File: config.mk
export PLATFORM = sky130hd
export DESIGN_NAME = cnn_layer_accel_ce_macc_ctrl_flat
export DESIGN_NICKNAME = d
export VERILOG_FILES = /design/src/rtl/cnn_layer_accel_ce_macc_pkg.sv /design/src/rtl/cnn_layer_accel_ce_macc_ctrl_if.sv /design/src/rtl/cnn_layer_accel_ce_macc_tag_pipe.sv /design/src/rtl/cnn_layer_accel_ce_macc_ctrl.sv /design/src/flat_wrapper.sv
export SDC_FILE = /design/constraint.sdc
export NUM_CORES = 1
export LEC_CHECK = 0
export ABC_AREA = 1
export BUFFER_PORTS_ARGS = -buffer_cell sky130_fd_sc_hd__buf_2
export CORE_MARGIN = 3
export CORE_UTILIZATION = 30
export DETAILED_ROUTE_END_ITERATION = 7
export GPL_TIMING_DRIVEN = 1
export PLACE_DENSITY = 0.57
export SLEW_MARGIN = 20
export SYNTH_ARGS = -nofsm -noshare
export SYNTH_HDL_FRONTEND = slang
export SYNTH_HIERARCHICAL = 1
export SYNTH_SLANG_ARGS = --single-unit
File: constraint.sdc
create_clock -name CLK -period 1.9 [get_ports CLK]
set_clock_uncertainty 0.05 [all_clocks]
set_input_delay 0.095 -clock CLK [delete_from_list [all_inputs] [get_ports CLK]]
set_output_delay 0.095 -clock CLK [all_outputs]
set_load 0.03 [all_outputs]
File: src/rtl/cnn_layer_accel_ce_macc_pkg.sv
`default_nettype none
//============================================================================
// Module   : cnn_layer_accel_ce_macc_pkg
// Purpose  : Shared definitions for the CE MACC sequencer. Holds the DSP48E2
//            OPMODE/ALUMODE codes, the per-beat pipeline tag and the
//            sequencer state encoding. Also holds the OPMODE decode helper.
// Ports    : none (package)
// Revision : 1.0 - initial release
//============================================================================
package cnn_layer_accel_ce_macc_pkg;

  // OPMODE = {W[1:0], Z[2:0], Y[1:0], X[1:0]}
  localparam logic [8:0] OPMODE_LOAD_M = 9'b000000101; // P = M
  localparam logic [8:0] OPMODE_ACC_M  = 9'b000100101; // P = P + M
  localparam logic [8:0] OPMODE_HOLD   = 9'b000100000; // P = P
  localparam logic [8:0] OPMODE_BIAS_M = 9'b000110101; // P = C + M
  localparam logic [8:0] OPMODE_RESET  = 9'b000000000;
  localparam logic [3:0] ALUMODE_SUM   = 4'b0000;      // Z + W + X + Y

  // One tag travels alongside each operand beat through the slice stages.
  typedef struct packed {
    logic valid;     // real beat (0 = bubble)
    logic first;     // first beat of a dot product
    logic last;      // last beat of a dot product
    logic job_last;  // last beat of the last dot product of the job
  } macc_tag_t;

  typedef enum logic [1:0] {
    ST_IDLE  = 2'd0,
    ST_RUN   = 2'd1,
    ST_DRAIN = 2'd2,
    ST_DONE  = 2'd3
  } macc_state_t;

  // OPMODE for the beat currently sitting in the stage that feeds OPMODEREG.
  function automatic logic [8:0] opmode_decode(input macc_tag_t tag,
                                               input logic      bias_en);
    logic [8:0] op;
    if (!tag.valid) begin
      op = OPMODE_HOLD;
    end else if (!tag.first) begin
      op = OPMODE_ACC_M;
    end else if (bias_en) begin
      op = OPMODE_BIAS_M;
    end else begin
      op = OPMODE_LOAD_M;
    end
    return op;
  endfunction

endpackage
`default_nettype wire

File: src/rtl/cnn_layer_accel_ce_macc_ctrl_if.sv
`default_nettype none
//============================================================================
// Module   : cnn_layer_accel_ce_macc_ctrl_if
// Purpose  : Operand-in / result-out handshake bundle of the CE MACC
//            sequencer.
// Signals  : in_valid  operand beat present on slice A/B
//            in_ready  sequencer accepts the beat
//            out_valid slice P holds a final dot product
//            out_ready consumer takes P
//            out_last  final dot product of the job (qualifies out_valid)
// Modports : master - the sequencer; slave - fetch logic / result consumer
// Revision : 1.0 - initial release
//============================================================================
interface cnn_layer_accel_ce_macc_ctrl_if;
  logic in_valid;
  logic in_ready;
  logic out_valid;
  logic out_ready;
  logic out_last;

  modport master (
    input  in_valid,
    input  out_ready,
    output in_ready,
    output out_valid,
    output out_last
  );

  modport slave (
    output in_valid,
    output out_ready,
    input  in_ready,
    input  out_valid,
    input  out_last
  );
endinterface
`default_nettype wire

File: src/rtl/cnn_layer_accel_ce_macc_tag_pipe.sv
`default_nettype none
//============================================================================
// Module   : cnn_layer_accel_ce_macc_tag_pipe
// Purpose  : C_MACC_LAT-deep enabled shift register of beat tags. Stage k
//            mirrors DSP slice stage k (A1, A2, M, P), so it must advance on
//            exactly the same enable as the slice CE.
// Ports    : CLK      clock
//            rst      synchronous active-low reset (clears all stages)
//            en       shift enable (slice CE)
//            tag_in   tag of the beat entering stage 0
//            tag_opm  stage C_OPM_STAGE tag (drives OPMODE decode)
//            tag_out  last stage tag (aligned with P)
// Revision : 1.0 - initial release
//============================================================================
module cnn_layer_accel_ce_macc_tag_pipe
  import cnn_layer_accel_ce_macc_pkg::*;
#(
  parameter int C_MACC_LAT  = 4,
  parameter int C_OPM_STAGE = 1
) (
  input  wire logic      CLK,
  input  wire logic      rst,
  input  wire logic      en,
  input  wire macc_tag_t tag_in,
  output macc_tag_t      tag_opm,
  output macc_tag_t      tag_out
);

  macc_tag_t [C_MACC_LAT-1:0] r_tag;

  always_ff @(posedge CLK) begin
    if (!rst) begin
      r_tag <= '0;
    end else if (en) begin
      r_tag <= {r_tag[C_MACC_LAT-2:0], tag_in};
    end
  end

  assign tag_opm = r_tag[C_OPM_STAGE];
  assign tag_out = r_tag[C_MACC_LAT-1];

endmodule
`default_nettype wire

File: src/rtl/cnn_layer_accel_ce_macc_ctrl.sv
`default_nettype none
//============================================================================
// Module   : cnn_layer_accel_ce_macc_ctrl
// Purpose  : Sequences one CE MACC DSP48E2 slice (AREG=2, MREG=1, PREG=1,
//            OPMODEREG=1, ALUMODEREG=1). Groups every cfg_num_macc accepted
//            operand beats into one dot product, flags P when a sum is final
//            and owns all pipeline alignment and backpressure.
// Config   : `define CE_MACC_BIAS_EN adds bias_valid_cfg; when latched high
//            the first beat of each dot product uses P = C + M.
// Ports    : CLK          clock
//            rst          synchronous active-low reset
//            start        1-cycle job start (honoured only in IDLE)
//            cfg_num_macc beats per dot product (0 treated as 1)
//            cfg_num_out  dot products per job (0 treated as 1)
//            bias_valid_cfg (CE_MACC_BIAS_EN only) fold C bias into sums
//            busy / done  job status; done pulses once after final output
//            bus          operand / result handshake (master modport)
//            dsp_ce, dsp_rst, dsp_opmode, dsp_alumode  slice controls
// Revision : 1.0 - initial release
//============================================================================
module cnn_layer_accel_ce_macc_ctrl
  import cnn_layer_accel_ce_macc_pkg::*;
#(
  parameter int C_CNT_WIDTH = 16,
  parameter int C_MACC_LAT  = 4
) (
  input  wire logic                   CLK,
  input  wire logic                   rst,
  input  wire logic                   start,
  input  wire logic [C_CNT_WIDTH-1:0] cfg_num_macc,
  input  wire logic [C_CNT_WIDTH-1:0] cfg_num_out,
`ifdef CE_MACC_BIAS_EN
  input  wire logic                   bias_valid_cfg,
`endif
  output logic                        busy,
  output logic                        done,
  cnn_layer_accel_ce_macc_ctrl_if.master bus,
  output logic                        dsp_ce,
  output logic                        dsp_rst,
  output logic [8:0]                  dsp_opmode,
  output logic [3:0]                  dsp_alumode
);

  // Tag stage whose beat is being multiplied into M; its OPMODE must be
  // presented now so OPMODEREG captures it on the same edge as MREG.
  localparam int C_OPM_STAGE = 1;

  macc_state_t             r_state;
  logic                    r_busy;
  logic                    r_done;
  logic [C_CNT_WIDTH-1:0]  r_num_macc_m1;
  logic [C_CNT_WIDTH-1:0]  r_num_out_m1;
  logic [C_CNT_WIDTH-1:0]  r_macc_cnt;
  logic [C_CNT_WIDTH-1:0]  r_out_cnt;

  macc_tag_t               w_push;
  macc_tag_t               w_tag_opm;
  macc_tag_t               w_tag_out;
  logic                    w_out_valid;
  logic                    w_ce;
  logic                    w_in_ready;
  logic                    w_accept;
  logic                    w_out_fire;
  logic                    w_beat_last;
  logic                    w_job_last;
  logic                    w_bias_en;
  logic                    w_unused_tag_bits;

`ifdef CE_MACC_BIAS_EN
  logic                    r_bias;
  assign w_bias_en = r_bias;
`else
  assign w_bias_en = 1'b0;
`endif

  // A final result parked in P with no taker freezes the whole slice and
  // the tag pipe together, which also blocks new beats via in_ready.
  assign w_out_valid = w_tag_out.valid & w_tag_out.last;
  assign w_ce        = ~(w_out_valid & ~bus.out_ready);
  assign w_in_ready  = (r_state == ST_RUN) & w_ce;
  assign w_accept    = w_in_ready & bus.in_valid;
  assign w_out_fire  = w_out_valid & bus.out_ready;
  assign w_beat_last = (r_macc_cnt == r_num_macc_m1);
  assign w_job_last  = (r_out_cnt == r_num_out_m1);

  // Tag entering stage 0: a described beat on accept, otherwise a bubble.
  always_comb begin
    w_push = '0;
    if (w_accept) begin
      w_push.valid    = 1'b1;
      w_push.first    = (r_macc_cnt == '0);
      w_push.last     = w_beat_last;
      w_push.job_last = w_beat_last & w_job_last;
    end
  end

  cnn_layer_accel_ce_macc_tag_pipe #(
    .C_MACC_LAT  (C_MACC_LAT),
    .C_OPM_STAGE (C_OPM_STAGE)
  ) u_tag_pipe (
    .CLK     (CLK),
    .rst     (rst),
    .en      (w_ce),
    .tag_in  (w_push),
    .tag_opm (w_tag_opm),
    .tag_out (w_tag_out)
  );

  always_ff @(posedge CLK) begin
    if (!rst) begin
      r_state       <= ST_IDLE;
      r_busy        <= 1'b0;
      r_done        <= 1'b0;
      r_num_macc_m1 <= '0;
      r_num_out_m1  <= '0;
      r_macc_cnt    <= '0;
      r_out_cnt     <= '0;
`ifdef CE_MACC_BIAS_EN
      r_bias        <= 1'b0;
`endif
    end else begin
      case (r_state)
        ST_IDLE: begin
          r_done <= 1'b0;
          if (start) begin
            r_state       <= ST_RUN;
            r_busy        <= 1'b1;
            // Stored as count-1 so a zero setting collapses onto one.
            r_num_macc_m1 <= (cfg_num_macc == '0) ? '0 : cfg_num_macc - 1'b1;
            r_num_out_m1  <= (cfg_num_out == '0)  ? '0 : cfg_num_out - 1'b1;
            r_macc_cnt    <= '0;
            r_out_cnt     <= '0;
`ifdef CE_MACC_BIAS_EN
            r_bias        <= bias_valid_cfg;
`endif
          end
        end
        ST_RUN: begin
          if (w_accept) begin
            if (w_beat_last) begin
              r_macc_cnt <= '0;
              r_out_cnt  <= r_out_cnt + 1'b1;
              if (w_job_last) begin
                r_state <= ST_DRAIN;
              end
            end else begin
              r_macc_cnt <= r_macc_cnt + 1'b1;
            end
          end
        end
        ST_DRAIN: begin
          if (w_out_fire && w_tag_out.job_last) begin
            r_state <= ST_DONE;
            r_done  <= 1'b1;
          end
        end
        ST_DONE: begin
          r_state <= ST_IDLE;
          r_busy  <= 1'b0;
          r_done  <= 1'b0;
        end
        default: begin
          r_state <= ST_IDLE;
          r_busy  <= 1'b0;
          r_done  <= 1'b0;
        end
      endcase
    end
  end

  // OPMODE is forced to zero while reset is asserted so the slice sees a
  // clean control word together with its RST pins.
  always_comb begin
    dsp_opmode = OPMODE_RESET;
    if (rst) begin
      dsp_opmode = opmode_decode(w_tag_opm, w_bias_en);
    end
  end

  assign busy          = r_busy;
  assign done          = r_done;
  assign bus.in_ready  = w_in_ready;
  assign bus.out_valid = w_out_valid;
  assign bus.out_last  = w_out_valid & w_tag_out.job_last;
  assign dsp_ce        = w_ce;
  assign dsp_rst       = ~rst;
  assign dsp_alumode   = ALUMODE_SUM;

  // Tag fields that are carried for alignment but not consumed here.
  assign w_unused_tag_bits = ^{w_tag_opm.last, w_tag_opm.job_last, w_tag_out.first};

endmodule
`default_nettype wire

File: src/flat_wrapper.sv
// flat-port wrapper written by rule: the top's interface ports become plain ports
module cnn_layer_accel_ce_macc_ctrl_flat import cnn_layer_accel_ce_macc_pkg::*;
#(
  parameter int C_CNT_WIDTH = 16,
  parameter int C_MACC_LAT  = 4
)
  (CLK, rst, start, cfg_num_macc, cfg_num_out, busy, done, dsp_ce, dsp_rst, dsp_opmode, dsp_alumode, bus_in_valid, bus_out_ready, bus_in_ready, bus_out_valid, bus_out_last);
  cnn_layer_accel_ce_macc_ctrl_if bus_i ();
  input  wire logic CLK;
  input  wire logic rst;
  input  wire logic start;
  input  wire logic [C_CNT_WIDTH-1:0] cfg_num_macc;
  input  wire logic [C_CNT_WIDTH-1:0] cfg_num_out;
  output logic busy;
  output logic done;
  output logic dsp_ce;
  output logic dsp_rst;
  output logic [8:0] dsp_opmode;
  output logic [3:0] dsp_alumode;
  input wire logic [$bits(bus_i.in_valid)-1:0] bus_in_valid;
  input wire logic [$bits(bus_i.out_ready)-1:0] bus_out_ready;
  output wire logic [$bits(bus_i.in_ready)-1:0] bus_in_ready;
  output wire logic [$bits(bus_i.out_valid)-1:0] bus_out_valid;
  output wire logic [$bits(bus_i.out_last)-1:0] bus_out_last;
  assign bus_i.in_valid = bus_in_valid;
  assign bus_i.out_ready = bus_out_ready;
  assign bus_in_ready = bus_i.in_ready;
  assign bus_out_valid = bus_i.out_valid;
  assign bus_out_last = bus_i.out_last;
  cnn_layer_accel_ce_macc_ctrl #(.C_CNT_WIDTH(C_CNT_WIDTH), .C_MACC_LAT(C_MACC_LAT)) u_core (.CLK(CLK), .rst(rst), .start(start), .cfg_num_macc(cfg_num_macc), .cfg_num_out(cfg_num_out), .busy(busy), .done(done), .bus(bus_i), .dsp_ce(dsp_ce), .dsp_rst(dsp_rst), .dsp_opmode(dsp_opmode), .dsp_alumode(dsp_alumode));
endmodule
# After elaboration in Yosys (flattened, before gate mapping)
# Cells that the tools add are included.
word_totals:
  reg_bits: 82
  in_bits: 37
  out_inout_bits: 20
  wordCells: 83
op_classes:
  addsub: 4
  eq_ne: 10
  mux: 23
  n_bitwise: 10
  n_reduce_logical: 15
op_table:
  columns: ["cell", "count"]
  rows:
  - ["16-bit two-way mux", 7]
  - ["16-bit one-hot mux with 2 select lines", 2]
  - ["16-bit zero test", 3]
  - ["16-bit by 1-bit adder with 16-bit output (second input constant)", 2]
  - ["16-bit == test", 2]
  - ["16-bit by 1-bit subtractor with 16-bit output (second input constant)", 2]
  - ["9-bit two-way mux", 2]
  - ["2-bit two-way mux", 5]
  - ["2-bit by 1-bit inequality test with 1-bit output (second input constant)", 4]
  - ["2-bit one-hot mux with 4 select lines", 1]
  - ["1-bit AND", 7]
  - ["6-bit two-way mux", 1]
  - ["2-bit AND reduction", 3]
  - ["2-bit nonzero test", 3]
  - ["5-bit AND reduction", 1]
  - ["2-bit == test (second input constant)", 2]
  - ["4-bit two-way mux", 1]
  - ["1-bit one-hot mux with 2 select lines", 2]
  - ["4-bit AND reduction", 1]
  - ["1-bit NOT", 3]
  - ["3-bit AND reduction", 1]
  - ["2-bit by 1-bit == test with 1-bit output (second input constant)", 1]
  - ["2-bit zero test", 1]
  - ["1-bit two-way mux", 2]
  - ["3 further kinds", 3]

# Logic depth before layout (Yosys ltp)
# Gate-level depths: netlist of run 1.
depth:
  depth_word: 7
  depth_mapped: 14
  depth_no_buf: 13

# Hierarchy
# The synthesis of run 1 kept the hierarchy.
modules_own_cells:
  columns: ["module", "instances", "cells_per_inst", "area_per_inst_um2", "seq_area_each_um2"]
  rows:
  - ["cnn_layer_accel_ce_macc_ctrl", 1, 741, 4591.9, 1361.3]
  - ["cnn_layer_accel_ce_macc_tag_pipe", 1, 109, 734.5, 320.3]

# Worst setup path after synthesis of run 1
# OpenSTA, ideal clock, no wires.
synth_path:
  path_kind: "flip-flop to flip-flop"
  startpoint: "reg u_core.u_tag_pipe.r_tag (netlist bit u_core/u_tag_pipe/tag_out[3])"
  endpoint: "reg u_core.r_out_cnt[6]"
  setup_time_ns: 0.116
  arrival_time_ns: 1.898
  required_time_ns: 1.734
  setup_slack_ns: -0.164
  path_stages_with_launch: 13
  n_path_buf: 2
  period_less_slack_ns: 2.064
  cell_sequence: "dfxtp_1 buf_4 nand2_1 inv_2 nand2_1 nand3_2 o21ai_2 nand2_2 inv_2 buf_4 nand3_1 o21ai_0 nor2_1"
synth_via:
  elab_chain_len: 7
synth_rtl:
  columns: ["item", "line_no", "source"]
  rows:
  - ["start, declared", "cnn_layer_accel_ce_macc_tag_pipe.sv:29", "macc_tag_t [C_MACC_LAT-1:0] r_tag;"]
  - ["start signal, assigned", "cnn_layer_accel_ce_macc_tag_pipe.sv:35", "r_tag <= {r_tag[C_MACC_LAT-2:0], tag_in};"]
  - ["1-bit AND", "cnn_layer_accel_ce_macc_ctrl.sv:78", "assign w_out_valid = w_tag_out.valid & w_tag_out.last;"]
  - ["named net bus_out_valid", "flat_wrapper.sv:23", "output wire logic [$bits(bus_i.out_valid)-1:0] bus_out_valid;"]
  - ["1-bit AND", "cnn_layer_accel_ce_macc_ctrl.sv:79", "assign w_ce = ~(w_out_valid & ~bus.out_ready);"]
  - ["1-bit NOT", "cnn_layer_accel_ce_macc_ctrl.sv:79", null]
  - ["named net dsp_ce", "flat_wrapper.sv:16", "output logic dsp_ce;"]
  - ["1-bit AND", "cnn_layer_accel_ce_macc_ctrl.sv:80", "assign w_in_ready = (r_state == ST_RUN) & w_ce;"]
  - ["1-bit AND", "cnn_layer_accel_ce_macc_ctrl.sv:81", "assign w_accept = w_in_ready & bus.in_valid;"]
  - ["2-bit by 1-bit inequality test with 1-bit output (no source line)", null, null]
  - ["4-bit AND reduction (no source line)", null, null]
  - ["end signal, assigned", "cnn_layer_accel_ce_macc_ctrl.sv:142", "r_out_cnt <= r_out_cnt + 1'b1;"]
  - ["end, declared", "cnn_layer_accel_ce_macc_ctrl.sv:54", "logic [C_CNT_WIDTH-1:0] r_out_cnt;"]
# The timed path passes the listed nets, and every way through them passes these cells.
# A chain may end at the register's enable or synchronous reset.

# Final worst setup path of run 1
layout_path:
  startpoint: "reg u_core.r_state[1]"
  endpoint: "out bus_in_ready"
layout_via:
  elab_chain_len: 2
layout_rtl:
  columns: ["item", "line_no", "source"]
  rows:
  - ["start, declared", "cnn_layer_accel_ce_macc_ctrl.sv:48", "macc_state_t r_state;"]
  - ["start signal, assigned", "cnn_layer_accel_ce_macc_ctrl.sv:111", "r_state <= ST_IDLE;"]
  - ["start signal, assigned", "cnn_layer_accel_ce_macc_ctrl.sv:126", "r_state <= ST_RUN;"]
  - ["start signal, assigned", "cnn_layer_accel_ce_macc_ctrl.sv:144", "r_state <= ST_DRAIN;"]
  - ["2-bit by 1-bit == test with 1-bit output", "cnn_layer_accel_ce_macc_ctrl.sv:80", null]
  - ["1-bit AND", "cnn_layer_accel_ce_macc_ctrl.sv:80", null]
  - ["end, declared", "flat_wrapper.sv:22", "output wire logic [$bits(bus_i.in_ready)-1:0] bus_in_ready;"]
# Every way passes these cells.

==> results of run 1 <==
-- per-stage QoR --
stage	std cells	hold WS, ns	instance area (um2)
2_1_floorplan	844	0.229	5260
3_3_place_gp	1095	0.351	5680
3_5_place_dp	1095	0.355	5680
4_1_cts	1111	0.0105	5990
5_1_grt	1114	0.0394	6070
6_report	1114	0.0143	6070
-- cell type report --
| type | count | area (um2) | share of cell area (%) |
|---|---|---|---|
| inverters | 108 | 412 | 6.78 |
| multi-input cells | 613 | 2960 | 48.8 |
| well taps | 220 | 275 | 4.53 |
| clock inverters | 5 | 55.1 | 0.907 |
| flip-flops and latches | 82 | 1650 | 27.1 |
| clock buffers | 10 | 239 | 3.94 |
| repair buffers | 76 | 484 | 7.97 |
-- cells in the final DEF (no fill, tap or decap), types with 2 or more instances in the layout --
| cell type | n |
|---|---|
| nor2_1 | 121 |
| clkinvlp_4 | 3 |
| inv_2 | 5 |
| xnor2_1 | 9 |
| a21oi_1 | 56 |
| xor2_1 | 28 |
| ha_1 | 8 |
| nor2_4 | 4 |
| conb_1 | 10 |
| buf_2 | 45 |
| nand3_1 | 41 |
| clkinv_2 | 2 |
| nand2_4 | 3 |
| nand2_1 | 253 |
| nand2_2 | 7 |
| o21ai_2 | 3 |
| nor2_2 | 6 |
| o21ai_0 | 9 |
| dfxtp_2 | 4 |
| nand3_2 | 2 |
| clkbuf_16 | 9 |
| inv_1 | 101 |
| or2_2 | 7 |
| dfxtp_1 | 78 |
| buf_4 | 26 |
| nand4_1 | 13 |
| o22ai_1 | 2 |
| nor3_1 | 16 |
| nor3b_1 | 2 |
| nor3_2 | 2 |
-- worst max-delay path by stage --
stage                                                    from                            endpoint  slack (ns)  depth (start not counted)
global placement            u_core/r_macc_cnt[5]$_SDFFE_PN0P_   u_core/r_macc_cnt[4]$_SDFFE_PN0P_        0.06                         11
finish                         u_core/r_state[1]$_SDFFE_PN0P_                        bus_in_ready        0.08                          6
detailed placement             u_core/r_state[0]$_SDFFE_PN0P_    u_core/r_out_cnt[6]$_SDFFE_PN0P_        0.01                         11
floorplan           u_core/u_tag_pipe/tag_out[3]$_SDFFE_PN0P_    u_core/r_out_cnt[6]$_SDFFE_PN0P_        0.02                         12
CTS                            u_core/r_state[0]$_SDFFE_PN0P_    u_core/r_out_cnt[6]$_SDFFE_PN0P_       0.001                         11
global route                   u_core/r_state[0]$_SDFFE_PN0P_  u_core/r_macc_cnt[14]$_SDFFE_PN0P_      -0.008                         11
-- sequential cells by signal, summed over array words and instances, names as in the netlist --
name,flops
u_core/r_num_macc_m1,16
u_core/u_tag_pipe/tag_opm,4
u_core/done,1
u_core/r_out_cnt,16
u_core/r_num_out_m1,16
u_core/r_macc_cnt,16
u_core/u_tag_pipe/r_tag,7
u_core/u_tag_pipe/tag_out,3
u_core/busy,1
u_core/r_state,2
-- power groups by stage --
stage,Combinational [mW],Clock [mW],Sequential (mW)
4_1_cts,1.93,1.80,2.04
3_5_place_dp,1.91,0,2.08
2_1_floorplan,1.44,0,2.06
5_1_grt,2.28,1.86,2.08
6_report,2.02,1.75,2.05
3_3_place_gp,1.89,0,2.08
-- what timing repair did --
item / CTS / global route
hold buffers: 1 / 0
hold endpoints to repair: 1 / 0
setup endpoints to repair: 1 / 30
buffers inserted: 0 / 3
pin swaps: 0 / 2
gates cloned: 0 / 0
gates resized for setup: 2 / 18
-- metal layers --
layer	part of all wire [%]	vias to the layer above	global-route usage [%]
li1	-	2659	-
met1	53	2168	19.9
met2	42	79	20.8
met3	3.2	13	2.07
met4	1.8	0	5.65
met5	0	-	0
-- critical path, stage by stage (launching register included) --
cell	delay, ns
dfxtp_1	0.31
inv_1	0.07
ha_2	0.24
buf_8	0.17
clkinvlp_4	0.16
a21oi_1	0.16
clkbuf_4	0.21
==> flow_summary.yaml, run 1 <==
outcome:
  outcome: "completed"
critical_path:
  worstSetupPathType: "reg -> out"
  r2r_start: "u_core/r_state[0]$_SDFFE_PN0P_"
  r2r_setup_slack_ns: 0.12
  endpoint_kind: "output pin"
  arrival_ns: 1.68
  worstSetupStartpointType: "flip-flop"
  crit_required_ns: 1.75
  r2r_end: "u_core/r_macc_cnt[14]$_SDFFE_PN0P_"
  reg2reg_depth: 10
  worstPathMaxFanout: 11
pwr:
  cellLeakagePower_nw: 2.65
  switching_share_pct: 36.8
  p_per_area_nw_per_um2: 958
  p_int_mw: 3.68
  p_total_mw: 5.82
  switchingPower_mw: 2.14
  clkPwrFrac_pct: 30.1
  combPwrFrac_pct: 34.7
  irDropWorstVdd_v: 0.000718
  seqPwrFrac_pct: 35.2
routing:
  wl_um: 12600
  vias_per_cell: 4.42
  ant_nets: 0
  post_drt_wl_per_cell_um: 11.3
  drt_iter0_markers: 329
  drt_pre_antenna_iters: 4
  drc: 0
  vias: 4919
clock_network:
  cts_max_level: 3
  path_clk_slew_ns: 0.06
  cts_tree: "done"
  clock_path_buffers: 2
  root_buffer: "clkbuf_16"
  cts_buffers: 9
  insertion_delay_ns: 0.35
  cts.sinks: 82
worst_hold_path:
  hp-start: "cfg_num_macc[6]"
  whs_path_depth: 4
  hp-class: "in -> reg"
  whs_endpoint: "u_core/r_num_macc_m1[6]$_SDFFE_PN0P_"
place:
  dpl.hpwl_um: 9480
  gp_congestion: 0.823
  io_buffers: 46
  dp_slack_ns: 0.0134
final_layout:
  final_nets: 936
  fillers: 1865
  post-route-util_pct: 36.1
  drive_above_1_share_pct: 15.5
  area_growth_pct: 16.2
  num_antenna_cells: 0
global_route:
  grt_max_degree: 32
  antenna_found_initial: 0
  grt_overflow: 0
  grtUsageTotal_pct: 13.9
  grt_pass1_vias: 4428
  grt_first_pass_wirelength_um: 21200
synthesis:
  synth-warning-count: 6
  syn_inst: 835
  syn_area_um2: 5220
  syn_area_per_cell_um2: 6.26
timing:
  slew_viol_final: 0
  finalHoldViolCount: 0
  period_needed_ns: 1.82
  fmax_ghz: 0.549
  setup_ws_ns: 0.0793
  setup_violations: 0
  grt_setup_unrepaired: "yes"
  slew_headroom_pct: 65.8
  fin_crit_sh_pct: 95.8
  tightest_slew_ns: 0.512
  tns_ns: 0
die:
  boundaryPins: 57
  fp.dieH_um: 138
  std_cell_rows: 47
  die_area_um2: 19000
  start_util_pct: 31.1
  die_w_um: 138
  coreArea_um2: 16800
run:
  drv_cap: 0
Power figures use the tool's default switching activity.
==> run 2: changes to the inputs <==
--- a/config.mk
+++ b/config.mk
@@ -9,6 +9,7 @@
 export BUFFER_PORTS_ARGS = -buffer_cell sky130_fd_sc_hd__buf_2
 export CORE_MARGIN = 3
 export CORE_UTILIZATION = 30
+export CTS_CLUSTER_SIZE = 24
 export DETAILED_ROUTE_END_ITERATION = 7
 export GPL_TIMING_DRIVEN = 1
 export PLACE_DENSITY = 0.57
==> constraint.sdc (replaced) <==
create_clock -name CLK -period 1.9 [get_ports CLK]
set_clock_uncertainty 0.05 [all_clocks]
set_input_delay 0.38 -clock CLK [delete_from_list [all_inputs] [get_ports CLK]]
set_output_delay 0.38 -clock CLK [all_outputs]
set_load 0.03 [all_outputs]
==> run 2 against run 1 <==
Register-to-register slack improved by 0.04 ns. Via count decreased by 0.98%. Fmax increased by 3.6%. Combinational power about the same. Critical endpoint is now dsp_ce. Highest routed layer unchanged.
==> flow_summary.yaml, run 2 (synthesized netlist as in run 1, its figures left out) <==
outcome:
  outcome: "completed"
die:
  die_w_um: 138
  die_area_um2: 19000
  boundaryPins: 57
  fp.dieH_um: 138
  start_util_pct: 31.1
  std_cell_rows: 47
  coreArea_um2: 16800
routing:
  post_drt_wl_per_cell_um: 11.1
  vias_per_cell: 4.39
  drt_pre_antenna_iters: 5
  drc: 0
  vias: 4871
  wl_um: 12300
  drt_iter0_markers: 297
  ant_nets: 0
run:
  drv_cap: 0
final_layout:
  area_growth_pct: 15.3
  final_nets: 933
  num_antenna_cells: 0
  drive_above_1_share_pct: 15.4
  final_cell_mix: "nand2_1 (253), nor2_1 (122), inv_1 (100), dfxtp_1 (76), a21oi_1 (55)"
  final_common_cell: "nand2_1"
  fin_area_um2: 6020
critical_path:
  endpoint_kind: "output pin"
  worstPathMaxFanout: 29
  arrival_ns: 1.33
  worstSetupStartpointType: "flip-flop"
  crit_required_ns: 1.47
  worstSetupPathType: "reg -> out"
place:
  place_area_um2: 5700
  gp_congestion: 0.837
  dpl.hpwl_um: 9400
  io_buffers: 46
global_route:
  grt_max_degree: 32
  grtUsageTotal_pct: 13.8
  grt_overflow: 0
  grt_first_pass_wirelength_um: 21200
  grt_pass1_vias: 4469
  antenna_found_initial: 0
clock_network:
  cts.sinks: 82
  cts_buffers: 9
  clock_path_buffers: 2
  path_clk_slew_ns: 0.05
  cts_tree: "done"
  insertion_delay_ns: 0.33
  cts_max_level: 3
  ctsHoldBuffers: 0
  root_buffer: "clkbuf_16"
worst_hold_path:
  hp-class: "in -> reg"
timing:
  slew_viol_final: 0
  fmax_ghz: 0.569
  finalHoldViolCount: 0
  tns_ns: 0
  fin_crit_sh_pct: 92.5
  setup_violations: 0
  grt_setup_unrepaired: "no"
  period_needed_ns: 1.76
pwr:
  p_total_mw: 5.63
  p_per_area_nw_per_um2: 935
  irDropWorstVdd_v: 0.000596
  cellLeakagePower_nw: 2.63
[run 2: area by class of cell]
| class | instances | area (um2) |
|---|---|---|
| flip-flops and latches | 82 | 1650 |
| inverters | 108 | 408 |
| repair buffers | 73 | 464 |
| well taps | 220 | 275 |
| multi-input cells | 613 | 2960 |
| fillers | 1906 | 10800 |
| clock buffers | 13 | 260 |
[run 2: path summary, 6_finish.rpt]
path / to / startpoint / depth (start not counted) / slack [ns]
hold / removal: u_core/r_num_out_m1[14]$_SDFFE_PN0P_ / cfg_num_out[14] / 4 / 0.31
setup / recovery: dsp_ce / u_core/u_tag_pipe/tag_out[3]$_SDFFE_PN0P_ / 5 / 0.14
hold reg to reg: u_core/u_tag_pipe/tag_out[1]$_SDFFE_PN0P_ / u_core/u_tag_pipe/tag_out[1]$_SDFFE_PN0P_ / 2 / 0.42
setup reg to reg: u_core/r_out_cnt[13]$_SDFFE_PN0P_ / u_core/r_state[1]$_SDFFE_PN0P_ / 11 / 0.16
[run 2: what timing repair did]
| action | CTS | global route |
|---|---|---|
| endpoints found under the setup margin | 0 | 39 |
| resized for setup | 0 | 21 |
| buffers inserted | 0 | 1 |
| endpoints found under the hold margin | 0 | 0 |
[run 2: metal layers]
layer | up-vias | global-route usage, % | wire length (um)
li1 | 2652 | - | -
met1 | 2120 | 19.1 | 6260
met2 | 85 | 21.7 | 5410
met3 | 14 | 2.50 | 444
met4 | 0 | 4.17 | 187
met5 | - | 0 | 0
[run 2: worst max-delay path, stage by stage, from the launching register on]
cell	delay, ns
dfxtp_1	0.31
nand2_1	0.10
inv_2	0.06
nand2_2	0.08
buf_6	0.22
buf_2	0.24
[run 2: report_power, final]
group	internal [mW]	total, mW	switching [mW]	leakage [nW]
clock network	0.935	1.56	0.625	0.128
logic	0.721	2.01	1.29	1.83
registers	1.91	2.06	0.155	0.669
[run 2: metrics by stage]
step / hold WS [ns] / util, % / worst slack (ns) / std cells
global placement: 0.407 / 33.9 / 0.0768 / 1095
global route: 0.344 / 35.8 / 0.000403 / 1109
floorplan: 0.399 / - / 0.00331 / 844
CTS: 0.298 / 35.4 / 0.0375 / 1108
finish: 0.309 / 35.8 / 0.142 / 1109
detailed placement: 0.413 / 33.9 / 0.0262 / 1095
==> run 3: changes to the inputs <==
--- a/config.mk
+++ b/config.mk
@@ -5,14 +5,13 @@
 export SDC_FILE = /design/constraint.sdc
 export NUM_CORES = 1
 export LEC_CHECK = 0
-export ABC_AREA = 1
 export BUFFER_PORTS_ARGS = -buffer_cell sky130_fd_sc_hd__buf_2
-export CORE_MARGIN = 3
+export CORE_MARGIN = 2
 export CORE_UTILIZATION = 30
 export CTS_CLUSTER_SIZE = 24
 export DETAILED_ROUTE_END_ITERATION = 7
 export GPL_TIMING_DRIVEN = 1
-export PLACE_DENSITY = 0.57
+export PLACE_DENSITY = 0.46
 export SLEW_MARGIN = 20
 export SYNTH_ARGS = -nofsm -noshare
 export SYNTH_HDL_FRONTEND = slang
==> run 3 against run 2 <==
The flow now finishes with violations (negative setup slack). Fmax shrank 19%. Combinational power rose by 45%. Synthesized cell count shrank 37%. Non-clock buffer count increased by 120. Final area grew 12%. Cell count decreased by 19%. Total power up 19%. Die area shrank 16%. Critical path depth grew 1. Sequential power barely moved. Critical endpoint is now u_core/r_out_cnt[14]$_SDFFE_PN0P_. Highest routed layer unchanged.
==> flow_summary.yaml, run 3 <==
outcome:
  outcome: "finished, violations left"
  violations: "negative setup slack"
final_layout:
  drive_above_1_share_pct: 40.4
  area_growth_pct: 49.1
  final_nets: 752
  fin_cells: 895
  final_common_cell: "buf_4"
  num_antenna_cells: 0
  final_cell_mix: "buf_4 (136), dfxtp_1 (70), nor2_1 (65), xor2_1 (53), buf_2 (44)"
  fillers: 1423
pwr:
  irDropWorstVdd_v: 0.000705
  p_per_area_nw_per_um2: 997
  combPwrFrac_pct: 43.4
  switchingPower_mw: 2.44
  switching_share_pct: 36.4
  clkPwrFrac_pct: 26.1
  cellLeakagePower_nw: 3.02
  p_int_mw: 4.26
  p_total_mw: 6.70
  seqPwrFrac_pct: 30.4
clock_network:
  root_buffer: "clkbuf_16"
  cts_buffers: 9
  insertion_delay_ns: 0.35
  cts.sinks: 82
  clock_path_buffers: 2
  cts_tree: "done"
  path_clk_slew_ns: 0.06
  ctsHoldBuffers: 0
  cts_max_level: 3
routing:
  dr_wl_met2_um: 5790
  vias: 4242
  wl_um: 12400
  highest_layer: "met4"
  ant_nets: 0
  wl_met1_um: 6050
  drc: 0
  vias_per_cell: 4.74
  drt_iter0_markers: 135
  wl_met3_um: 427
  post_drt_wl_per_cell_um: 13.9
  drt_pre_antenna_iters: 4
critical_path:
  worstSetupStartpointType: "flip-flop"
  arrival_ns: 2.40
  worstSetupPathType: "reg -> reg"
  worstPathMaxFanout: 3
  endpoint_kind: "flip-flop"
  crit_required_ns: 2.13
die:
  start_util_pct: 30.9
  boundaryPins: 57
  die_w_um: 127
  die_area_um2: 16000
  coreArea_um2: 14600
  fp.dieH_um: 127
  std_cell_rows: 44
global_route:
  grt_pass1_vias: 4067
  grt_overflow: 0
  grtUsageTotal_pct: 15.8
  grt_max_degree: 19
  grt_first_pass_wirelength_um: 20500
  antenna_found_initial: 0
timing:
  setup_violations: 34
  slew_headroom_pct: 63.9
  slew_viol_final: 0
  grt_setup_unrepaired: "yes"
  finalHoldViolCount: 0
  period_needed_ns: 2.17
  fin_crit_sh_pct: 114
  fmax_ghz: 0.462
  setup_ws_ns: -0.267
  tightest_slew_ns: 0.540
  fin_hold_ws_ns: 0.307
place:
  gp_congestion: 0.850
  dpl.hpwl_um: 9240
  dpl.cell_count: 853
  io_buffers: 46
synthesis:
  syn_area_per_cell_um2: 8.53
  synth-warning-count: 6
  syn_area_um2: 4500
  syn_inst: 528
run:
  drv_cap: 0
worst_hold_path:
  hp-class: "in -> reg"
## run 3: worst max-delay path, cell delays in order (launching register included)
cell	delay [ns]
dfxtp_1	0.40
xor2_1	0.14
nor4_4	0.36
a41oi_4	0.16
or4_4	0.54
or3_1	0.34
a21oi_2	0.12
## run 3: power groups by stage
stage / sequential, mW / combinational, mW / clock, mW
6_report: 2.04 / 2.91 / 1.75
2_1_floorplan: 2.04 / 1.39 / 0
4_1_cts: 2.03 / 2.58 / 1.80
3_3_place_gp: 2.06 / 2.26 / 0
5_1_grt: 2.06 / 3.16 / 1.89
3_5_place_dp: 2.06 / 2.29 / 0
## run 3: per-stage QoR
| step | instance area [um2] | worst slack (ns) | utilization [%] | setup TNS, ns |
|---|---|---|---|---|
| 5_1_grt | 6710 | -0.377 | 46.0 | -7.74 |
| 2_1_floorplan | 4730 | -0.234 | - | -4.83 |
| 3_5_place_dp | 5850 | -0.383 | 40.1 | -15.13 |
| 3_3_place_gp | 5850 | -0.342 | 40.1 | -13.92 |
| 4_1_cts | 6350 | -0.278 | 43.5 | -1.78 |
| 6_report | 6710 | -0.267 | 46.0 | -2.80 |
## run 3: what timing repair did
| item | CTS | global route |
|---|---|---|
| setup buffers | 6 | 20 |
| pin swaps | 17 | 22 |
| resized for setup | 36 | 42 |
| setup endpoints to repair | 63 | 60 |
| gates cloned | 0 | 1 |
## run 3: final timing paths
kind	depth (start not counted)	slack, ns	from	end
setup / recovery	6	-0.27	u_core/r_macc_cnt[10]$_SDFFE_PN0P_	u_core/r_out_cnt[14]$_SDFFE_PN0P_
hold / removal	3	0.31	cfg_num_out[14]	u_core/r_num_out_m1[14]$_SDFFE_PN0P_
setup reg to reg	6	-0.27	u_core/r_macc_cnt[10]$_SDFFE_PN0P_	u_core/r_out_cnt[14]$_SDFFE_PN0P_
hold reg to reg	2	0.43	u_core/r_num_out_m1[10]$_SDFFE_PN0P_	u_core/r_num_out_m1[10]$_SDFFE_PN0P_
## run 3: cell type report
| type | instances | area [um2] | share of cell area (%) |
|---|---|---|---|
| sequential | 82 | 1660 | 24.7 |
| timing repair buffer | 193 | 1410 | 21.0 |
| multi-input combinational | 404 | 3060 | 45.6 |
| clock inverter | 7 | 70.1 | 1.04 |
| inverter | 16 | 62.6 | 0.932 |
| tap | 184 | 230 | 3.43 |
| clock buffer | 9 | 225 | 3.35 |
## run 3: per-layer routing
| metal | up-vias | track usage [%] |
|---|---|---|
| met5 | - | 0 |
| li1 | 2184 | - |
| met1 | 1974 | 21.6 |
| met3 | 10 | 2.99 |
| met2 | 74 | 24.7 |
| met4 | 0 | 5.88 |
